<file path="src/rtl/sc_backg_speedcounter_pkg.sv">
// sc_backg_speedcounter_pkg: state codes, selection codes and threshold helper shared by the background lane
package sc_backg_speedcounter_pkg;
  typedef enum logic [1:0] {
    IDLE    = 2'd0,
    COUNT   = 2'd1,
    REQUEST = 2'd2
  } state_t;
  localparam logic [1:0] SEL_SHIFT = 2'b10;
  localparam logic [1:0] SEL_HOLD  = 2'b11;
  function automatic logic [31:0] thr_of(input logic [31:0] base, input logic [31:0] level);
    return base >> level;
  endfunction
endpackage

</file>
<file path="src/rtl/sc_backg_speedcounter_if.sv">
// sc_backg_speedcounter_if: strobe/selection/movement handshake between the background state machine and its pacer
interface sc_backg_speedcounter_if;
  logic       SC_BACKG_SPEEDCOUNTER_upcount_InLow;
  logic [1:0] SC_BACKG_SPEEDCOUNTER_shiftselection_InBus;
  logic       SC_BACKG_SPEEDCOUNTER_movement_OutLow;
  modport master (
    output SC_BACKG_SPEEDCOUNTER_upcount_InLow,
    output SC_BACKG_SPEEDCOUNTER_shiftselection_InBus,
    input  SC_BACKG_SPEEDCOUNTER_movement_OutLow
  );
  modport slave (
    input  SC_BACKG_SPEEDCOUNTER_upcount_InLow,
    input  SC_BACKG_SPEEDCOUNTER_shiftselection_InBus,
    output SC_BACKG_SPEEDCOUNTER_movement_OutLow
  );
endinterface

</file>
<file path="src/rtl/sc_backg_periodcounter.sv">
// sc_backg_periodcounter: strobe counter that wraps to 0 on reaching threshold-1 and flags that cycle as terminal
module sc_backg_periodcounter #(
  parameter int COUNT_WIDTH = 24
) (
  input  logic                   SC_BACKG_PERIODCOUNTER_CLOCK_50,
  input  logic                   SC_BACKG_PERIODCOUNTER_RESET_InLow,
  input  logic                   SC_BACKG_PERIODCOUNTER_clear_InHigh,
  input  logic                   SC_BACKG_PERIODCOUNTER_enable_InHigh,
  input  logic [COUNT_WIDTH-1:0] SC_BACKG_PERIODCOUNTER_threshold_InBus,
  output logic [COUNT_WIDTH-1:0] SC_BACKG_PERIODCOUNTER_count_OutBus,
  output logic                   SC_BACKG_PERIODCOUNTER_terminal_OutHigh
);
  logic [COUNT_WIDTH-1:0] count;
  assign SC_BACKG_PERIODCOUNTER_count_OutBus = count;
  assign SC_BACKG_PERIODCOUNTER_terminal_OutHigh = !SC_BACKG_PERIODCOUNTER_clear_InHigh
    && SC_BACKG_PERIODCOUNTER_enable_InHigh
    && (count >= SC_BACKG_PERIODCOUNTER_threshold_InBus - COUNT_WIDTH'(1));
  // ">=" lets a count left above a freshly lowered threshold terminate on the next strobe
  always_ff @(posedge SC_BACKG_PERIODCOUNTER_CLOCK_50 or negedge SC_BACKG_PERIODCOUNTER_RESET_InLow)
    if (!SC_BACKG_PERIODCOUNTER_RESET_InLow) count <= '0;
    else count <= (SC_BACKG_PERIODCOUNTER_clear_InHigh || SC_BACKG_PERIODCOUNTER_terminal_OutHigh) ? '0
                : SC_BACKG_PERIODCOUNTER_enable_InHigh ? count + COUNT_WIDTH'(1) : count;
endmodule

</file>
<file path="src/rtl/sc_backg_speedcounter.sv">
// sc_backg_speedcounter: paces background scrolling by level and raises a movement request until the state machine shifts
module sc_backg_speedcounter
  import sc_backg_speedcounter_pkg::*;
#(
  parameter int                   COUNT_WIDTH = 24,
  parameter logic [COUNT_WIDTH-1:0] BASE_PERIOD = 24'd8_000_000,
  parameter int                   LEVEL_WIDTH = 2,
  parameter int                   MISS_WIDTH  = 4
) (
  input  logic                   SC_BACKG_SPEEDCOUNTER_CLOCK_50,
  input  logic                   SC_BACKG_SPEEDCOUNTER_RESET_InLow,
  input  logic                   SC_BACKG_SPEEDCOUNTER_enable_InHigh,
  input  logic                   SC_BACKG_SPEEDCOUNTER_pause_InLow,
  input  logic [LEVEL_WIDTH-1:0] SC_BACKG_SPEEDCOUNTER_level_InBus,
  sc_backg_speedcounter_if.slave lane,
  output logic [MISS_WIDTH-1:0]  SC_BACKG_SPEEDCOUNTER_missed_OutBus
);
  state_t                 state, state_nxt;
  logic [MISS_WIDTH-1:0]  missed_nxt;
  logic [COUNT_WIDTH-1:0] threshold, count;
  logic                   strobe, clear, terminal, ack;
  assign strobe    = !lane.SC_BACKG_SPEEDCOUNTER_upcount_InLow && SC_BACKG_SPEEDCOUNTER_pause_InLow;
  assign clear     = (state == IDLE) || !SC_BACKG_SPEEDCOUNTER_enable_InHigh;
  assign ack       = lane.SC_BACKG_SPEEDCOUNTER_shiftselection_InBus == SEL_SHIFT;
  assign threshold = COUNT_WIDTH'(thr_of(32'(BASE_PERIOD), 32'(SC_BACKG_SPEEDCOUNTER_level_InBus)));
  sc_backg_periodcounter #(.COUNT_WIDTH(COUNT_WIDTH)) u_periodcounter (
    .SC_BACKG_PERIODCOUNTER_CLOCK_50        (SC_BACKG_SPEEDCOUNTER_CLOCK_50),
    .SC_BACKG_PERIODCOUNTER_RESET_InLow     (SC_BACKG_SPEEDCOUNTER_RESET_InLow),
    .SC_BACKG_PERIODCOUNTER_clear_InHigh    (clear),
    .SC_BACKG_PERIODCOUNTER_enable_InHigh   (strobe),
    .SC_BACKG_PERIODCOUNTER_threshold_InBus (threshold),
    .SC_BACKG_PERIODCOUNTER_count_OutBus    (count),
    .SC_BACKG_PERIODCOUNTER_terminal_OutHigh(terminal)
  );
  // next state and miss count; counting keeps running in REQUEST so the period never drifts
  always_comb begin
    state_nxt  = state;
    missed_nxt = SC_BACKG_SPEEDCOUNTER_missed_OutBus;
    if (!SC_BACKG_SPEEDCOUNTER_enable_InHigh) state_nxt = IDLE;
    else begin
      unique case (state)
        IDLE:    state_nxt = COUNT;
        COUNT:   state_nxt = terminal ? REQUEST : COUNT;
        REQUEST: begin
          state_nxt = (terminal || !ack) ? REQUEST : COUNT;
          if (terminal && !ack && SC_BACKG_SPEEDCOUNTER_missed_OutBus != '1)
            missed_nxt = SC_BACKG_SPEEDCOUNTER_missed_OutBus + MISS_WIDTH'(1);
        end
        default: state_nxt = IDLE;
      endcase
    end
  end
  // state and Moore output registers
  always_ff @(posedge SC_BACKG_SPEEDCOUNTER_CLOCK_50 or negedge SC_BACKG_SPEEDCOUNTER_RESET_InLow)
    if (!SC_BACKG_SPEEDCOUNTER_RESET_InLow) begin
      state                                  <= IDLE;
      lane.SC_BACKG_SPEEDCOUNTER_movement_OutLow <= 1'b1;
      SC_BACKG_SPEEDCOUNTER_missed_OutBus    <= '0;
    end else begin
      state                                  <= state_nxt;
      lane.SC_BACKG_SPEEDCOUNTER_movement_OutLow <= state_nxt != REQUEST;
      SC_BACKG_SPEEDCOUNTER_missed_OutBus    <= missed_nxt;
    end
endmodule

</file>
<file path="src/flat_wrapper.sv">
// flat-port wrapper written by rule: the top's interface ports become plain ports
module sc_backg_speedcounter_flat import sc_backg_speedcounter_pkg::*;
#(
  parameter int                   COUNT_WIDTH = 24,
  parameter logic [COUNT_WIDTH-1:0] BASE_PERIOD = 24'd8_000_000,
  parameter int                   LEVEL_WIDTH = 2,
  parameter int                   MISS_WIDTH  = 4
)
  (SC_BACKG_SPEEDCOUNTER_CLOCK_50, SC_BACKG_SPEEDCOUNTER_RESET_InLow, SC_BACKG_SPEEDCOUNTER_enable_InHigh, SC_BACKG_SPEEDCOUNTER_pause_InLow, SC_BACKG_SPEEDCOUNTER_level_InBus, SC_BACKG_SPEEDCOUNTER_missed_OutBus, lane_SC_BACKG_SPEEDCOUNTER_upcount_InLow, lane_SC_BACKG_SPEEDCOUNTER_shiftselection_InBus, lane_SC_BACKG_SPEEDCOUNTER_movement_OutLow);
  sc_backg_speedcounter_if lane_i ();
  input  logic SC_BACKG_SPEEDCOUNTER_CLOCK_50;
  input  logic SC_BACKG_SPEEDCOUNTER_RESET_InLow;
  input  logic SC_BACKG_SPEEDCOUNTER_enable_InHigh;
  input  logic SC_BACKG_SPEEDCOUNTER_pause_InLow;
  input  logic [LEVEL_WIDTH-1:0] SC_BACKG_SPEEDCOUNTER_level_InBus;
  output logic [MISS_WIDTH-1:0] SC_BACKG_SPEEDCOUNTER_missed_OutBus;
  input wire logic [$bits(lane_i.SC_BACKG_SPEEDCOUNTER_upcount_InLow)-1:0] lane_SC_BACKG_SPEEDCOUNTER_upcount_InLow;
  input wire logic [$bits(lane_i.SC_BACKG_SPEEDCOUNTER_shiftselection_InBus)-1:0] lane_SC_BACKG_SPEEDCOUNTER_shiftselection_InBus;
  output wire logic [$bits(lane_i.SC_BACKG_SPEEDCOUNTER_movement_OutLow)-1:0] lane_SC_BACKG_SPEEDCOUNTER_movement_OutLow;
  assign lane_i.SC_BACKG_SPEEDCOUNTER_upcount_InLow = lane_SC_BACKG_SPEEDCOUNTER_upcount_InLow;
  assign lane_i.SC_BACKG_SPEEDCOUNTER_shiftselection_InBus = lane_SC_BACKG_SPEEDCOUNTER_shiftselection_InBus;
  assign lane_SC_BACKG_SPEEDCOUNTER_movement_OutLow = lane_i.SC_BACKG_SPEEDCOUNTER_movement_OutLow;
  sc_backg_speedcounter #(.COUNT_WIDTH(COUNT_WIDTH), .BASE_PERIOD(BASE_PERIOD), .LEVEL_WIDTH(LEVEL_WIDTH), .MISS_WIDTH(MISS_WIDTH)) u_core (.SC_BACKG_SPEEDCOUNTER_CLOCK_50(SC_BACKG_SPEEDCOUNTER_CLOCK_50), .SC_BACKG_SPEEDCOUNTER_RESET_InLow(SC_BACKG_SPEEDCOUNTER_RESET_InLow), .SC_BACKG_SPEEDCOUNTER_enable_InHigh(SC_BACKG_SPEEDCOUNTER_enable_InHigh), .SC_BACKG_SPEEDCOUNTER_pause_InLow(SC_BACKG_SPEEDCOUNTER_pause_InLow), .SC_BACKG_SPEEDCOUNTER_level_InBus(SC_BACKG_SPEEDCOUNTER_level_InBus), .lane(lane_i), .SC_BACKG_SPEEDCOUNTER_missed_OutBus(SC_BACKG_SPEEDCOUNTER_missed_OutBus));
endmodule
</file>
<file path="config.mk">
export PLATFORM = sky130hd
export DESIGN_NAME = sc_backg_speedcounter_flat
export DESIGN_NICKNAME = d
export VERILOG_FILES = /design/src/rtl/sc_backg_speedcounter_pkg.sv /design/src/rtl/sc_backg_speedcounter_if.sv /design/src/rtl/sc_backg_periodcounter.sv /design/src/rtl/sc_backg_speedcounter.sv /design/src/flat_wrapper.sv
export SDC_FILE = /design/constraint.sdc
export NUM_CORES = 1
export LEC_CHECK = 0
export ABC_AREA = 1
export ABC_CLOCK_PERIOD_IN_PS = 2680
export BUFFER_PORTS_ARGS = -buffer_cell sky130_fd_sc_hd__buf_2
export CAP_MARGIN = 10
export CORE_UTILIZATION = 26
export CTS_BUF_LIST = sky130_fd_sc_hd__clkbuf_2 sky130_fd_sc_hd__clkbuf_4 sky130_fd_sc_hd__clkbuf_8
export DETAILED_ROUTE_END_ITERATION = 10
export GPL_ROUTABILITY_DRIVEN = 0
export SETUP_SLACK_MARGIN = 0.15
export SYNTH_ARGS = -nofsm -noshare
export SYNTH_HDL_FRONTEND = slang
export SYNTH_HIERARCHICAL = 1
export SYNTH_SLANG_ARGS = --single-unit
</file>
<file path="constraint.sdc">
create_clock -name SC_BACKG_SPEEDCOUNTER_CLOCK_50 -period 2.68 [get_ports SC_BACKG_SPEEDCOUNTER_CLOCK_50]
set_input_delay 0.268 -clock SC_BACKG_SPEEDCOUNTER_CLOCK_50 [delete_from_list [all_inputs] [get_ports SC_BACKG_SPEEDCOUNTER_CLOCK_50]]
set_output_delay 0.268 -clock SC_BACKG_SPEEDCOUNTER_CLOCK_50 [all_outputs]
set_load 0.05 [all_outputs]
</file>
==> results of run 1 <==
-- kinds of logic after synthesis --
group | count (synthesis) | share of synthesized area (%)
AOI/OAI and AO/OA | 25 | 4.644
xor gates and xnor gates | 34 | 9.867
adders and majority gates | 34 | 14.10
buffers and inverters | 68 | 8.706
DFF | 31 | 25.75
other | 2 | 0.2488
and+or+nand+nor | 226 | 36.69
-- sequential cells by signal, summed over array words and instances, names as in the netlist --
register                                                    count
u_core/lane.SC_BACKG_SPEEDCOUNTER_movement_OutLow               1
u_core/u_periodcounter/SC_BACKG_PERIODCOUNTER_count_OutBus     24
u_core/state                                                    2
u_core/SC_BACKG_SPEEDCOUNTER_missed_OutBus                      4
-- cell usage in the layout (no fill, tap or decap), types with 3 or more instances in the layout --
master	count
inv_1	55
buf_12	3
buf_2	11
nor2_4	23
xor2_1	22
nand3_1	16
ha_4	3
or2_1	4
a21o_1	3
nand2_4	6
nand4_1	5
a21oi_1	10
inv_2	7
nor2_1	42
xnor2_1	12
nor3_4	3
buf_4	39
buf_6	6
dfrtp_1	30
nor2_2	22
nand2_2	13
o21ai_0	3
clkbuf_8	6
nand2_1	75
nor3_1	4
ha_1	29
conb_1	24
-- layer usage --
layer,GRT usage (%),routed length [um],vias up
li1,-,-,1461
met1,16.48,3405,1302
met2,23.63,3792,42
met3,1.838,197,14
met4,3.905,156,0
met5,0,0,-
-- where the power goes --
part / internal [W] / total (W) / switching (W)
Clock: 0.000301 / 0.000475 / 0.000175
Sequential: 0.000476 / 0.000483 / 0.00000684
Combinational: 0.000122 / 0.000281 / 0.000159
-- final timing paths --
check                                                                                  end  slack (ns)  depth (start not counted)
max                                                                              flip-flop       -0.17                         21
min                                                                              async pin        0.03                          1
max reg2reg                                                                      flip-flop        0.47                         13
min reg2reg                                                                u_core/state[0]        0.52                          1
max in group asynchronous                    u_core/SC_BACKG_SPEEDCOUNTER_missed_OutBus[0]        2.18                          1
min in group SC_BACKG_SPEEDCOUNTER_CLOCK_50                                u_core/state[0]        0.26                          3
-- timing repair --
item | in CTS | in global routing
resized for setup | 54 | 50
pin swaps | 17 | 15
buffers inserted | 11 | 5
setup endpoints to repair | 31 | 31
hold buffers | 0 | 0
gates cloned | 2 | 1
-- cell type report --
class	count	area, sq um
clock inverters	2	35.03
fillers	1132	6804
repair buffers	62	555.5
well taps	140	175.2
clock buffers	6	82.58
multi-input cells	343	2384
flip-flops and latches	31	777.0
inverters	66	265.3
-- critical path, delay by kind of cell --
family / cells / cell delay [ns]
adders and majority gates: 2 / 0.51
xor gates and xnor gates: 1 / 0.18
and+or+nand+nor: 11 / 1.20
buffers and inverters: 7 / 0.86
-- stage by stage --
| step | utilization, % | hold slack [ns] | area [sq um] | setup TNS (ns) | power, W |
|---|---|---|---|---|---|
| 2_1_floorplan | - | -0.02759 | 3115 | -0.9516 | 0.0006144 |
| 3_3_place_gp | 32.27 | 0.3657 | 3575 | -9.613 | 0.0006883 |
| 3_5_place_dp | 32.27 | 0.3755 | 3575 | -11.85 | 0.0006954 |
| 4_1_cts | 36.31 | 0.06567 | 4023 | -2.293 | 0.001230 |
| 5_1_grt | 38.58 | 0.09432 | 4274 | -7.829 | 0.001309 |
| 6_report | 38.58 | 0.03497 | 4274 | -4.140 | 0.001239 |
==> run_results.csv, run 1 <==
group,metric,value,unit
status,outcome,"finished, violations left",
status,violations,"setup timing",
logic_synthesis,syn_area,3018,sq um
cells_and_area,finalNonFillerCells,650,
power,power_density,289.8,nW/um^2
timing,rsz0062_at_grt,"yes",
drt,vias,2819,
global_routing,grt_max_degree,32,
floorplan,ioPinCount,14,
global_routing,overflow,0,
global_routing,grt_pass1_vias,2799,
critical_path,cp_slowest_stage_delay,0.31,ns
drt,viasPerCell,4.337,
logic_synthesis,async_flop_share,100.0,%
floorplan,initial_utilization,27.24,%
clock_network,clkSlewWorstSetupHoldPaths,0.07,ns
logic_synthesis,syn_inst,420,
placed_design,dp_cells,623,
clock_network,clock_path_buffers,2,
critical_path,cp-end-kind,"flip-flop",
timing,finClkSkew,0.01309,ns
drt,first_iter_violations,134,
cells_and_area,nets,552,
floorplan,core_area,11080,sq um
cells_and_area,drive_gt1_share,33.14,%
logic_synthesis,synth.distinct_cells,35,
power,p_leak,2.117,nW
floorplan,row_count,38,
clock_network,cts.sinks,31,
global_routing,antenna_found_initial,0,
placed_design,place.port_buffers,13,
logic_synthesis,synthTopCellsByArea,"dfrtp_1, ha_1, nand2_1",
drt,wl_per_cell,11.62,um
global_routing,grt_pass1_wl,12.43,mm
power,vdd.ir_drop.worst,0.0002184,V
critical_path,startpoint_type,"input port",
logic_synthesis,yosysSeqAreaShare,25.75,%
logic_synthesis,synth_ff_type,"dfrtp_1",
cells_and_area,diodes,0,
placed_design,dp_hpwl,5.323,mm
timing,fin_crit,2.850,ns
clock_network,htreeDepth,2,
logic_synthesis,yosysTopAreaCell,"dfrtp_1",
clock_network,clk_latency,0.28,ns
critical_path,path_max_fanout,5,
critical_path,crit_path_top_delay_cell,"ha_1",
drt,drt.antenna.violating_nets,0,
critical_path,path_class,"in2reg",
drt,first_pass_iters,4,
timing,setup-violations-final,31,
clock_network,clockRootBuffer,"clkbuf_8",
critical_path,critical_path_required,2.85,ns
logic_synthesis,yosysTopAreaCellShare,24.88,%
timing,timing.final.crit_share,106.3,%
timing,finalWorstSetupSlack,-0.1700,ns
run,cap_viol_max_count,0,
timing,relSlewSlack,52.57,%
floorplan,dieHeight,109.7,um
timing,hold_violations,0,
critical_path,critPathLaunch,"SC_BACKG_SPEEDCOUNTER_level_InBus[1]",
global_routing,grtUsageTotal,13.25,%
critical_path,worstPathArrival,3.02,ns
logic_synthesis,synth_area_per_cell,7.185,sq um
hold_path,hold_class,"in2async",
drt,drt_wl_total,7.552,mm
critical_path,cp_cell_sequence,"buf_12, inv_6, buf_4, ha_2, buf_4, nor4_4, nand3_1, xor2_1, ha_1, nand2_1, nor2_2, nand4_1, nor2_1, nand2_2, nand2_2, nand2_2, buf_4, buf_6, nand2_8, clkbuf_16, nor2_1",
logic_synthesis,synth_most_common_cell,"nand2_1",
placed_design,pre_cts_ws,-0.5696,ns
logic_synthesis,synth_commonest_cells,"nand2_1, nor2_1, inv_1",
floorplan,die_w,109.7,um
logic_synthesis,ys_warn_count,6,
logic_synthesis,synth_edf_count,0,
logic_synthesis,synth.ff_latch_count,31,
drt,post-route-drc-count,0,
timing,slew_viol_final,0,
clock_network,cts_tree,"yes",
floorplan,fp.dieArea,12040,sq um
cells_and_area,syn_to_final_growth,41.63,%
clock_network,cts_buffers,5,
timing,max_freq,0.3509,GHz
timing,tightest_slew,0.7115,ns
(Power assumes the default switching activity.)
==> run 2, diff against run 1 <==
--- a/config.mk
+++ b/config.mk
@@ -9,11 +9,13 @@
 export ABC_CLOCK_PERIOD_IN_PS = 2680
 export BUFFER_PORTS_ARGS = -buffer_cell sky130_fd_sc_hd__buf_2
 export CAP_MARGIN = 10
-export CORE_UTILIZATION = 26
+export CORE_UTILIZATION = 60
 export CTS_BUF_LIST = sky130_fd_sc_hd__clkbuf_2 sky130_fd_sc_hd__clkbuf_4 sky130_fd_sc_hd__clkbuf_8
 export DETAILED_ROUTE_END_ITERATION = 10
 export GPL_ROUTABILITY_DRIVEN = 0
+export PLACE_DENSITY = 0.78
 export SETUP_SLACK_MARGIN = 0.15
+export SKIP_CTS_REPAIR_TIMING = 1
 export SYNTH_ARGS = -nofsm -noshare
 export SYNTH_HDL_FRONTEND = slang
 export SYNTH_HIERARCHICAL = 1
==> run 2 against run 1 <==
Effect of this change: the flow still finishes with violations (setup timing); global-route usage is 14 points higher; non-clock buffer count fell by 17; critical path depth rose by 4; die area down 56%; worst hold slack worse by 0.016 ns; utilization is 40 points higher.
==> run_results.csv, run 2 (synthesis results as in run 1) <==
group,metric,value,unit
timing,finalWorstSetupSlack,-0.2283,ns
cells_and_area,final_cell_mix,"nand2_1, nor2_1, inv_1",
drt,vias,2747,
drt,drt.antenna.violating_nets,0,
drt,drt_wl_total,6.672,mm
timing,slew_viol_final,0,
placed_design,place.port_buffers,13,
global_routing,grt_pass1_vias,2641,
drt,viasPerCell,4.905,
hold_path,hold_class,"in2async",
cells_and_area,finalNonFillerCells,560,
cells_and_area,diodes,0,
clock_network,clockRootBuffer,"clkbuf_8",
clock_network,cts_tree,"yes",
placed_design,pre_cts_ws,-0.6068,ns
critical_path,path_class,"in2reg",
critical_path,crit_path_top_delay_cell,"ha_1",
drt,first_pass_iters,5,
global_routing,overflow,0,
cells_and_area,drive_gt1_share,23.73,%
timing,setup-violations-final,29,
drt,post-route-drc-count,0,
global_routing,grt_use_met1,34.77,%
power,power_density,316.4,nW/um^2
floorplan,die_w,72.92,um
timing,hold_violations,0,
critical_path,cp-end-kind,"flip-flop",
global_routing,grtUsageTotal,27.24,%
clock_network,clock_path_buffers,2,
critical_path,worstPathArrival,3.14,ns
timing,timing.final.crit_share,108.5,%
clock_network,htreeDepth,2,
timing,fin_crit,2.908,ns
global_routing,grt_pass1_wl,11.16,mm
critical_path,crit_top_cell,"nand2_1",
timing,max_freq,0.3438,GHz
global_routing,grt_max_degree,32,
run,cap_viol_max_count,0,
cells_and_area,mostFrequentLayoutCell,"nand2_1",
placed_design,dp_cells,550,
critical_path,cp_slowest_stage_delay,0.28,ns
floorplan,ioPinCount,14,
status,violations,"setup timing",
clock_network,cts.sinks,31,
cells_and_area,nets,535,
drt,wl_per_cell,11.91,um
global_routing,gr-max-usage-layer,"met2",
cells_and_area,largest_register_ffs,24,
floorplan,row_count,25,
global_routing,gr-usage-met2,47.87,%
clock_network,clkSlewWorstSetupHoldPaths,0.07,ns
global_routing,antenna_found_initial,0,
timing,fin_setup_tns,-4.030,ns
status,outcome,"finished, violations left",
clock_network,cts_buffers,5,
global_routing,grt_use_met3,3.039,%
power,p_leak,1.968,nW
floorplan,core_area,4786,sq um
clock_network,clk_latency,0.29,ns
critical_path,critical_path_required,2.91,ns
placed_design,dp_hpwl,5.051,mm
critical_path,startpoint_type,"input port",
timing,relSlewSlack,54.08,%
drt,first_iter_violations,140,
critical_path,path_max_fanout,4,
floorplan,initial_utilization,63.06,%
cells_and_area,fill_cells,351,
timing,finClkSkew,0.006771,ns
floorplan,dieHeight,72.92,um
timing,rsz0062_at_grt,"yes",
timing,tightest_slew,0.6888,ns
cells_and_area,syn_to_final_growth,23.92,%
power,vdd.ir_drop.worst,0.0005119,V
floorplan,fp.dieArea,5317,sq um
==> run 2: final timing paths <==
path                                                                              endpoint  slack [ns]  depth (start not counted)                                 start
worst max-delay path                         u_core/SC_BACKG_SPEEDCOUNTER_missed_OutBus[0]       -0.23                         25  SC_BACKG_SPEEDCOUNTER_level_InBus[0]
worst min register to register                                             u_core/state[0]        0.52                          1                       u_core/state[1]
worst min-delay path                         u_core/SC_BACKG_SPEEDCOUNTER_missed_OutBus[0]        0.02                          1     SC_BACKG_SPEEDCOUNTER_RESET_InLow
worst max register to register               u_core/SC_BACKG_SPEEDCOUNTER_missed_OutBus[0]        0.52                         16                             flip-flop
max in group asynchronous                                                        async pin        2.22                          1     SC_BACKG_SPEEDCOUNTER_RESET_InLow
min in group SC_BACKG_SPEEDCOUNTER_CLOCK_50                                u_core/state[0]        0.26                          3   SC_BACKG_SPEEDCOUNTER_enable_InHigh
==> run 2: power by group <==
group,internal (W),switching [W],leakage [nW],total (W)
combinational,0.0000940,0.000130,1.48,0.000224
clock,0.000300,0.000175,0.0612,0.000475
sequential,0.000476,0.00000770,0.427,0.000484
total,0.000871,0.000313,1.97,0.00118
==> run 2: critical path, delay by kind of cell <==
family          cells  cell delay [ns]
compound gates      1             0.19
simple gates       17             1.69
fa+ha+maj           2             0.51
xor+xnor            1             0.15
buf+inv             4             0.31
==> run 2: layout make-up <==
class / instances / area [sq um] / share of cell area, %
inverters: 66 / 260.3 / 6.959
flip-flops and latches: 31 / 777.0 / 20.78
clock inverters: 2 / 35.03 / 0.9368
repair buffers: 45 / 337.8 / 9.033
clock buffers: 6 / 82.58 / 2.208
well taps: 67 / 83.83 / 2.242
multi-input cells: 343 / 2163 / 57.85
==> run 2: per-layer routing <==
| layer | part of all wire [%] | vias up | routed length [um] |
|---|---|---|---|
| li1 | - | 1417 | - |
| met1 | 44 | 1262 | 2938 |
| met2 | 51 | 56 | 3400 |
| met3 | 3.3 | 12 | 220 |
| met4 | 1.7 | 0 | 114 |
| met5 | 0 | - | 0 |
==> run 2: per-stage QoR <==
stage	area, sq um	utilization, %	hold slack [ns]	total power [W]
detailed placement	3483	72.78	0.3544	0.0006928
CTS	3601	75.24	0.03953	0.001169
finish	3740	78.14	0.01932	0.001183
global placement	3483	72.78	0.3465	0.0006825
floorplan	3115	-	-0.02759	0.0006144
global route	3740	78.14	0.08354	0.001240
